[src/rtl/i2c_packet_sequencer.sv]
// i2c_packet_sequencer
// Sequences one I2C write packet through an external byte master. The packet
// is START + address byte, NUM_BYTES payload bytes, then STOP. Any NACK or
// abort still finishes with a STOP so the bus is always released.
// Optional build macro: I2C_SEQ_RETRY_EN enables re-sending a packet that
// failed on a NACK, up to MAX_RETRY times, using the same snapshot.
module i2c_packet_sequencer #(
    parameter int         NUM_BYTES  = 5,
    parameter logic [6:0] SLAVE_ADDR = 7'h55,
    parameter int         MAX_RETRY  = 2
) (
    input  logic                   clk,
    input  logic                   reset,
    input  logic                   send_trigger,
    input  logic                   abort,
    input  logic [8*NUM_BYTES-1:0] payload,
    input  logic                   ready,
    input  logic                   nack,
    output logic                   start,
    output logic                   stop,
    output logic                   i2c_en,
    output logic [7:0]             tx_data,
    output logic                   busy,
    output logic                   done,
    output logic                   error
);

    localparam int             IW         = $clog2(NUM_BYTES + 1);
    localparam logic [IW-1:0]  LAST_COUNT = IW'(NUM_BYTES);
    localparam logic [7:0]     ADDR_BYTE  = {SLAVE_ADDR, 1'b0};

    typedef enum logic [2:0] {
        IDLE,
        START_REQ,
        START_WAIT,
        DATA_REQ,
        DATA_WAIT,
        STOP_REQ,
        STOP_WAIT,
        DONE
    } state_t;

    state_t        state_reg, state_next;
    logic [IW-1:0] index_reg, index_next;
    logic          fail_reg, fail_next;
    logic [7:0]    tx_data_reg, tx_data_next;
    logic [7:0]    snap_reg [NUM_BYTES];
    logic          snap_load;
    logic [7:0]    cur_byte;

`ifdef I2C_SEQ_RETRY_EN
    localparam logic [2:0] RETRY_LIMIT = 3'(MAX_RETRY);
    logic [2:0]    retry_reg, retry_next;
    // Distinguishes a NACK failure (retryable) from an abort (never retried).
    logic          nack_fail_reg, nack_fail_next;
`endif

    // Payload snapshot, one register per byte, captured when a packet is accepted.
    for (genvar gi = 0; gi < NUM_BYTES; gi++) begin : g_snap
        always_ff @(posedge clk or negedge reset) begin
            if (!reset) begin
                snap_reg[gi] <= 8'h00;
            end else if (snap_load) begin
                snap_reg[gi] <= payload[8*gi +: 8];
            end
        end
    end

    // Select the snapshot byte addressed by the current index (0 once past the end).
    always_comb begin
        cur_byte = 8'h00;
        for (int k = 0; k < NUM_BYTES; k++) begin
            if (index_reg == IW'(k)) begin
                cur_byte = snap_reg[k];
            end
        end
    end

    // Next-state and datapath-next logic for the packet sequencer.
    always_comb begin
        state_next   = state_reg;
        index_next   = index_reg;
        fail_next    = fail_reg;
        tx_data_next = tx_data_reg;
        snap_load    = 1'b0;
`ifdef I2C_SEQ_RETRY_EN
        retry_next     = retry_reg;
        nack_fail_next = nack_fail_reg;
`endif
        case (state_reg)
            IDLE: begin
                if (send_trigger) begin
                    snap_load    = 1'b1;
                    index_next   = '0;
                    fail_next    = 1'b0;
                    tx_data_next = ADDR_BYTE;
                    state_next   = START_REQ;
`ifdef I2C_SEQ_RETRY_EN
                    retry_next     = 3'd0;
                    nack_fail_next = 1'b0;
`endif
                end
            end
            START_REQ, DATA_REQ: begin
                if (abort) begin
                    fail_next  = 1'b1;
                    state_next = STOP_REQ;
                end else if (!ready) begin
                    // Byte master accepted the command.
                    if (state_reg == DATA_REQ) begin
                        index_next = index_reg + IW'(1);
                        state_next = DATA_WAIT;
                    end else begin
                        state_next = START_WAIT;
                    end
                end
            end
            START_WAIT, DATA_WAIT: begin
                if (abort) begin
                    fail_next  = 1'b1;
                    state_next = STOP_REQ;
                end else if (ready) begin
                    if (nack) begin
                        fail_next  = 1'b1;
                        state_next = STOP_REQ;
`ifdef I2C_SEQ_RETRY_EN
                        nack_fail_next = 1'b1;
`endif
                    end else if (index_reg < LAST_COUNT) begin
                        tx_data_next = cur_byte;
                        state_next   = DATA_REQ;
                    end else begin
                        state_next = STOP_REQ;
                    end
                end
            end
            STOP_REQ: begin
                if (!ready) begin
                    state_next = STOP_WAIT;
                end
            end
            STOP_WAIT: begin
                if (ready) begin
                    state_next = DONE;
`ifdef I2C_SEQ_RETRY_EN
                    if (fail_reg && nack_fail_reg && (retry_reg < RETRY_LIMIT)) begin
                        retry_next     = retry_reg + 3'd1;
                        fail_next      = 1'b0;
                        nack_fail_next = 1'b0;
                        index_next     = '0;
                        tx_data_next   = ADDR_BYTE;
                        state_next     = START_REQ;
                    end
`endif
                end
            end
            DONE: begin
                // Level trigger: wait for it to drop so one request sends one packet.
                if (!send_trigger) begin
                    state_next = IDLE;
                end
            end
            default: begin
                state_next = IDLE;
            end
        endcase
    end

    // State and datapath registers.
    always_ff @(posedge clk or negedge reset) begin
        if (!reset) begin
            state_reg   <= IDLE;
            index_reg   <= '0;
            fail_reg    <= 1'b0;
            tx_data_reg <= 8'h00;
`ifdef I2C_SEQ_RETRY_EN
            retry_reg     <= 3'd0;
            nack_fail_reg <= 1'b0;
`endif
        end else begin
            state_reg   <= state_next;
            index_reg   <= index_next;
            fail_reg    <= fail_next;
            tx_data_reg <= tx_data_next;
`ifdef I2C_SEQ_RETRY_EN
            retry_reg     <= retry_next;
            nack_fail_reg <= nack_fail_next;
`endif
        end
    end

    // Command strobes and status decoded directly from the state.
    always_comb begin
        start   = (state_reg == START_REQ);
        stop    = (state_reg == STOP_REQ);
        i2c_en  = (state_reg == START_REQ) || (state_reg == DATA_REQ) || (state_reg == STOP_REQ);
        busy    = (state_reg != IDLE) && (state_reg != DONE);
        done    = (state_reg == DONE);
        error   = (state_reg == DONE) && fail_reg;
        tx_data = tx_data_reg;
    end

endmodule

[config.mk]
export PLATFORM = sky130hd
export DESIGN_NAME = i2c_packet_sequencer
export DESIGN_NICKNAME = d
export VERILOG_FILES = /design/src/rtl/i2c_packet_sequencer.sv
export SDC_FILE = /design/constraint.sdc
export NUM_CORES = 1
export LEC_CHECK = 0
export BUFFER_PORTS_ARGS = -buffer_cell sky130_fd_sc_hd__buf_2
export CAP_MARGIN = 0
export CORE_MARGIN = 4
export CORE_UTILIZATION = 38
export CTS_BUF_LIST = sky130_fd_sc_hd__clkbuf_4 sky130_fd_sc_hd__clkbuf_8 sky130_fd_sc_hd__clkbuf_16
export DETAILED_ROUTE_END_ITERATION = 10
export SLEW_MARGIN = 20
export SYNTH_ARGS = -nofsm -noshare
export SYNTH_HDL_FRONTEND = slang
export SYNTH_SLANG_ARGS = --single-unit
[constraint.sdc]
create_clock -name clk -period 3.36 [get_ports clk]
set_input_delay 0.336 -clock clk [delete_from_list [all_inputs] [get_ports clk]]
set_output_delay 0.336 -clock clk [all_outputs]
set_load 0.02 [all_outputs]
==> flow_summary.toml, run 1 <==
[layout]
layout_net_count = 366
fin_cells = 412
largest_register_ff_count = 40
mostFrequentLayoutCell = "sky130_fd_sc_hd__buf_2"
synthToLayoutAreaGrowth_pct = 16.1
drive_gt1_share_pct = 22.8
final_core_utilization_pct = 46.6
finalInstanceArea_mm2 = 0.00324
nFillCells = 690
antenna_cells_inserted = 0
leading_cell_types_in_the_layout_fill_and_taps_excluded = "59 x sky130_fd_sc_hd__buf_2, 55 x sky130_fd_sc_hd__dfrtp_1, 32 x sky130_fd_sc_hd__mux2_1, 24 x sky130_fd_sc_hd__nand2_1"

[yosys]
synth_area_mm2 = 0.00279
number_of_enable_type_register_cells_in_the_synthesized_netlist = 0
synth.largest_area_cell = "sky130_fd_sc_hd__dfrtp_1"
async_flop_share_pct = 100
ys.warnings.count = 0
synth.lib_cells_used.distinct = 47
synth_largest_type_area_fraction_pct = 49.4
syn_inst = 266
yosys_most_used_dff = "sky130_fd_sc_hd__dfrtp_1"
synth_nets = 317
seq_area_frac_synth_pct = 49.4
synth-seq-cells = 55
synth.avg_cell_area_um2 = 10.5
synthTopCellsByArea = "sky130_fd_sc_hd__dfrtp_1 49%, sky130_fd_sc_hd__mux2_1 13%, sky130_fd_sc_hd__nand2_1 3.2%"

[pwr]
power.clock.fraction_pct = 13.5
p_sw_share_pct = 39.0
p_switching_uw = 1040
p_total_uw = 2680
total_leakage_power_uw = 0.00147
seqPwrFrac_pct = 45.3
power.combinational.fraction_pct = 41.2
cell_internal_power_uw = 1640
vdd_ir_drop_max_uv = 398
p_per_area_mw_per_mm2 = 828

[critical_path]
crit_required_ps = 3560
crit_arrival_ps = 2510
timing.critical_path.fanout_max = 37
crit_path_start_kind = "flip-flop"
worstSetupEndpointType = "flip-flop"
path_class = "reg2reg"

[cts]
number_of_gates_resized_after_cts = 0
cts_inserted_buffers = 5
numClockSinks = 55
cts_setup_buffers = 0
clkLatencyLatePin_ps = 310
clockBufferDepth = 2
h-tree-depth = 2
cts_root_buf = "sky130_fd_sc_hd__clkbuf_8"
cts_tree = "yes"
cts_hold_buffers = 0
clkSlewWorstSetupHoldPaths_ps = 100

[routing]
num_vias = 2119
drt_iter0_drc = 100
post_drt_via_cell_ratio = 5.14
drtPass1Iterations = 5
route.detailed.wl_per_inst_um = 15.4
drc_errors = 0
wirelength_mm = 6.33
detail-route-antenna-nets = 0

[sta]
finClkSkew_ps = 14.2
final_period_minus_worst_setup_slack_ps = 2310
hold_viol_final = 0
unrepaired_setup_endpoints_after_global_routing = "no"
worst_slew_pin_slew_ps = 858
tns_ps = 0
finish_stage_setup_viols = 0
maxSlewViolCount = 0
relSlewSlack_pct = 42.8
fmaxAchievable_ghz = 0.433
fin_crit_sh_pct = 68.7

[floorplanning]
die_w_um = 93.7
placeableCoreArea_mm2 = 0.00694
floorplan.initialDensity_pct = 40.1
die_h_um = 93.7
placement_rows = 30
fp.dieArea_mm2 = 0.00877
ios = 60

[grt]
maximum_number_of_pins_on_one_net_before_global_route_repair = 39
grt_antenna_before_repair = 0
grt_overflow = 0
grtUsageTotal_pct = 15.2
via_count_of_the_first_global_routing_pass = 2190
grt_first_pass_wirelength_mm = 10.5

[place]
placer_s_final_routability_congestion_estimate = 0.864
io_buffers = 59
dp_cells = 404
dpl.hpwl_mm = 4.57
post_dp_cell_area_mm2 = 0.00315

[min_path]
holdCritPathClass = "in2async"

[flow_run]
max_capacitance_violation_total = 0

[outcome]
run_status = "completed"
## layer usage
metal | track usage (%) | vias up | part of all wire, %
met2 | 25.3 | 45 | 47
met5 | 0 | - | 0
met3 | 3.69 | 9 | 5.2
met4 | 4.21 | 0 | 1.6
li1 | - | 1050 | -
met1 | 19.6 | 1015 | 46
## cell type report
type	instances	area (µm²)	share of cell area, %
inverter	14	52.6	1.62
timing repair buffer	61	323	9.98
sequential	55	1380	42.5
multi-input combinational	178	1270	39.4
clock buffer	5	68.8	2.13
tap	96	120	3.71
clock inverter	3	20.0	0.619
## path summary, 6_finish.rpt
check,slack [ps],end,cells past startpoint,from
worst max-delay path,1050,snap_reg[4],4,state_reg[0]
worst max register to register,1050,snap_reg[4],4,state_reg[0]
worst min-delay path,130,snap_reg[39],1,reset
worst min register to register,490,snap_reg[33],1,snap_reg[33]
min in group clk,230,snap_reg[13],3,payload[29]
max in group asynchronous,2470,index_reg[0],2,reset
## kinds of logic after synthesis
group / share of synthesized area [%]
compound gates: 18.5
simple gates: 11.1
fa+ha+maj: 2.24
xor+xnor: 0.314
flops: 49.4
buf+inv: 4.94
mux: 13.5
## through the flow
stage	hold slack (ps)	setup WS, ps
3_3_place_gp	463	1230
5_1_grt	192	870
2_1_floorplan	40.4	1510
6_report	129	1050
3_5_place_dp	473	1100
4_1_cts	160	1080
## cells in the mapped netlist (2+ instances only)
cell / number
sky130_fd_sc_hd__nand4_1: 2
sky130_fd_sc_hd__nor2b_1: 4
sky130_fd_sc_hd__o2111ai_1: 3
sky130_fd_sc_hd__o2bb2ai_1: 4
sky130_fd_sc_hd__clkbuf_1: 9
sky130_fd_sc_hd__ha_1: 5
sky130_fd_sc_hd__mux2_1: 32
sky130_fd_sc_hd__a221oi_1: 4
sky130_fd_sc_hd__nor3_1: 4
sky130_fd_sc_hd__o21ai_0: 11
sky130_fd_sc_hd__buf_2: 8
sky130_fd_sc_hd__and2_1: 3
sky130_fd_sc_hd__dfrtp_1: 55
sky130_fd_sc_hd__o21ai_1: 9
sky130_fd_sc_hd__nand2b_1: 5
sky130_fd_sc_hd__a22o_1: 2
sky130_fd_sc_hd__a21o_1: 3
sky130_fd_sc_hd__a21oi_1: 14
sky130_fd_sc_hd__a2bb2oi_1: 4
sky130_fd_sc_hd__o211ai_1: 5
sky130_fd_sc_hd__o21a_1: 2
sky130_fd_sc_hd__a211oi_1: 6
sky130_fd_sc_hd__nor2_1: 12
sky130_fd_sc_hd__nand2_1: 24
sky130_fd_sc_hd__inv_1: 14
## critical path, stage by stage, from the launching register on
cell	delay [ps]
sky130_fd_sc_hd__dfrtp_1	660
sky130_fd_sc_hd__nor3_1	430
sky130_fd_sc_hd__and2_2	480
sky130_fd_sc_hd__buf_12	270
sky130_fd_sc_hd__mux2_1	350
## power by group through the flow
stage | clock (µW) | combinational [µW] | sequential, µW
floorplan | 0 | 870 | 1140
global placement | 0 | 1100 | 1210
detailed placement | 0 | 1120 | 1230
CTS | 377 | 1130 | 1210
global route | 406 | 1240 | 1260
finish | 362 | 1100 | 1210
No activity file was read; power rests on OpenSTA's default activity.
==> inputs of run 2 (changes only) <==
Clock period 3.36 ns to 2.2 ns, I/O delays scaled along.
==> flow_summary.toml, run 2 (synthesized netlist as in run 1, its figures left out) <==
[outcome]
run_status = "completed"

[place]
io_buffers = 59
placer_s_final_routability_congestion_estimate = 0.812
post_dp_cell_area_mm2 = 0.00318
dpl.hpwl_mm = 4.75

[routing]
wirelength_mm = 6.30
drtPass1Iterations = 4
post_drt_via_cell_ratio = 5.22
drc_errors = 0
route.detailed.wl_per_inst_um = 15.1
detail-route-antenna-nets = 0
num_vias = 2178
drt_iter0_drc = 48

[cts]
clkSlewWorstSetupHoldPaths_ps = 100
cts_tree = "yes"
numClockSinks = 55
cts_inserted_buffers = 5
clockBufferDepth = 2
cts_root_buf = "sky130_fd_sc_hd__clkbuf_8"
clkLatencyLatePin_ps = 310
cts_setup_buffers = 0
h-tree-depth = 2

[sta]
relSlewSlack_pct = 65.3
maxSlewViolCount = 0
hold_viol_final = 0
worst_slew_pin_slew_ps = 520
finish_stage_setup_viols = 0
final_period_minus_worst_setup_slack_ps = 1880
unrepaired_setup_endpoints_after_global_routing = "no"
fmaxAchievable_ghz = 0.532
finClkSkew_ps = 11.2
tns_ps = 0
fin_crit_sh_pct = 85.5

[floorplanning]
floorplan.initialDensity_pct = 40.1
die_w_um = 93.7
placement_rows = 30
placeableCoreArea_mm2 = 0.00694
die_h_um = 93.7
ios = 60
fp.dieArea_mm2 = 0.00877

[grt]
grt_first_pass_wirelength_mm = 10.6
maximum_number_of_pins_on_one_net_before_global_route_repair = 34
via_count_of_the_first_global_routing_pass = 2169
grtUsageTotal_pct = 15.2
grt_overflow = 0
grt_antenna_before_repair = 0

[critical_path]
worstSetupEndpointType = "flip-flop"
timing.critical_path.fanout_max = 15
crit_arrival_ps = 2080
critical-path-slowest-cell = "sky130_fd_sc_hd__dfrtp_1"
path_class = "reg2reg"
path_buf_inv = 0
cp_cell_sequence = "nand2b_1 -> a311o_1 -> a221o_1 -> mux2_4"
crit_path_start_kind = "flip-flop"
critPathMaxStageDelay_ps = 540
crit_required_ps = 2400
cp_top_family = "compound AO/OA/AOI/OAI gates"

[pwr]
total_leakage_power_uw = 0.00151
p_per_area_mw_per_mm2 = 1290
vdd_ir_drop_max_uv = 615

[min_path]
holdCritPathClass = "in2reg"

[layout]
synthToLayoutAreaGrowth_pct = 18.4
leading_cell_types_in_the_layout_fill_and_taps_excluded = "59 x sky130_fd_sc_hd__buf_2, 55 x sky130_fd_sc_hd__dfrtp_1, 32 x sky130_fd_sc_hd__mux2_1, 24 x sky130_fd_sc_hd__nand2_1"
final_core_utilization_pct = 47.5
mostFrequentLayoutCell = "sky130_fd_sc_hd__buf_2"
layout_net_count = 372
drive_gt1_share_pct = 23.7
antenna_cells_inserted = 0
finalInstanceArea_mm2 = 0.00330
largest_register_ff_count = 40

[flow_run]
max_capacitance_violation_total = 0
==> run 2: power breakdown <==
part           switching [µW]  leakage, µW  internal (µW)  total [µW]
logic                     960     0.000795            834        1790
registers                 322     0.000660           1480        1810
clock network             323    0.0000502            333         656
==> run 2: final cells by class <==
type / count / area, µm²
fillers: 674 / 3640
flip-flops and latches: 55 / 1380
multi-input cells: 178 / 1270
repair buffers: 67 / 370
well taps: 96 / 120
clock buffers: 5 / 68.8
inverters: 14 / 52.6
clock inverters: 2 / 37.5
==> run 2: final timing paths <==
| path | from | endpoint | slack (ps) | depth (start not counted) |
|---|---|---|---|---|
| setup / recovery | state_reg[0] | state_reg[0] | 320 | 4 |
| hold / removal | payload[31] | snap_reg[15] | 110 | 3 |
| setup reg to reg | state_reg[0] | state_reg[0] | 320 | 4 |
| hold reg to reg | snap_reg[4] | snap_reg[4] | 500 | 1 |
| max in group asynchronous | reset | snap_reg[30] | 1200 | 3 |
| min in group asynchronous | reset | tx_data[1] | 390 | 2 |
==> run 2: routing by layer <==
metal  track usage (%)  up-vias  wire [µm]  share of wire (%)
met5                 0        -          0                  0
met4              4.21        0         89                1.4
met3              2.96        8        325                5.2
met2              25.3       58       3060                 49
met1              20.2     1050       2820                 45
li1                  -     1062          -                  -
==> run 2: worst min-delay path, cell delays in order <==
cell and delay, ps:
sky130_fd_sc_hd__buf_2 80, sky130_fd_sc_hd__nand2_1 40, sky130_fd_sc_hd__o21ai_1 60
==> run 2: stage by stage <==
step	hold WS (ps)	power, µW	cells	setup slack [ps]
global route	114	4600	417	131
floorplan	-75.6	3070	266	466
CTS	114	4290	417	294
finish	114	4260	417	320
global placement	211	3600	409	340
detailed placement	203	3630	409	304
==> run 2: timing repair <==
item	CTS	global route
hold buffers	1	0
gates resized for setup	0	0
endpoints found under the hold margin	20	0
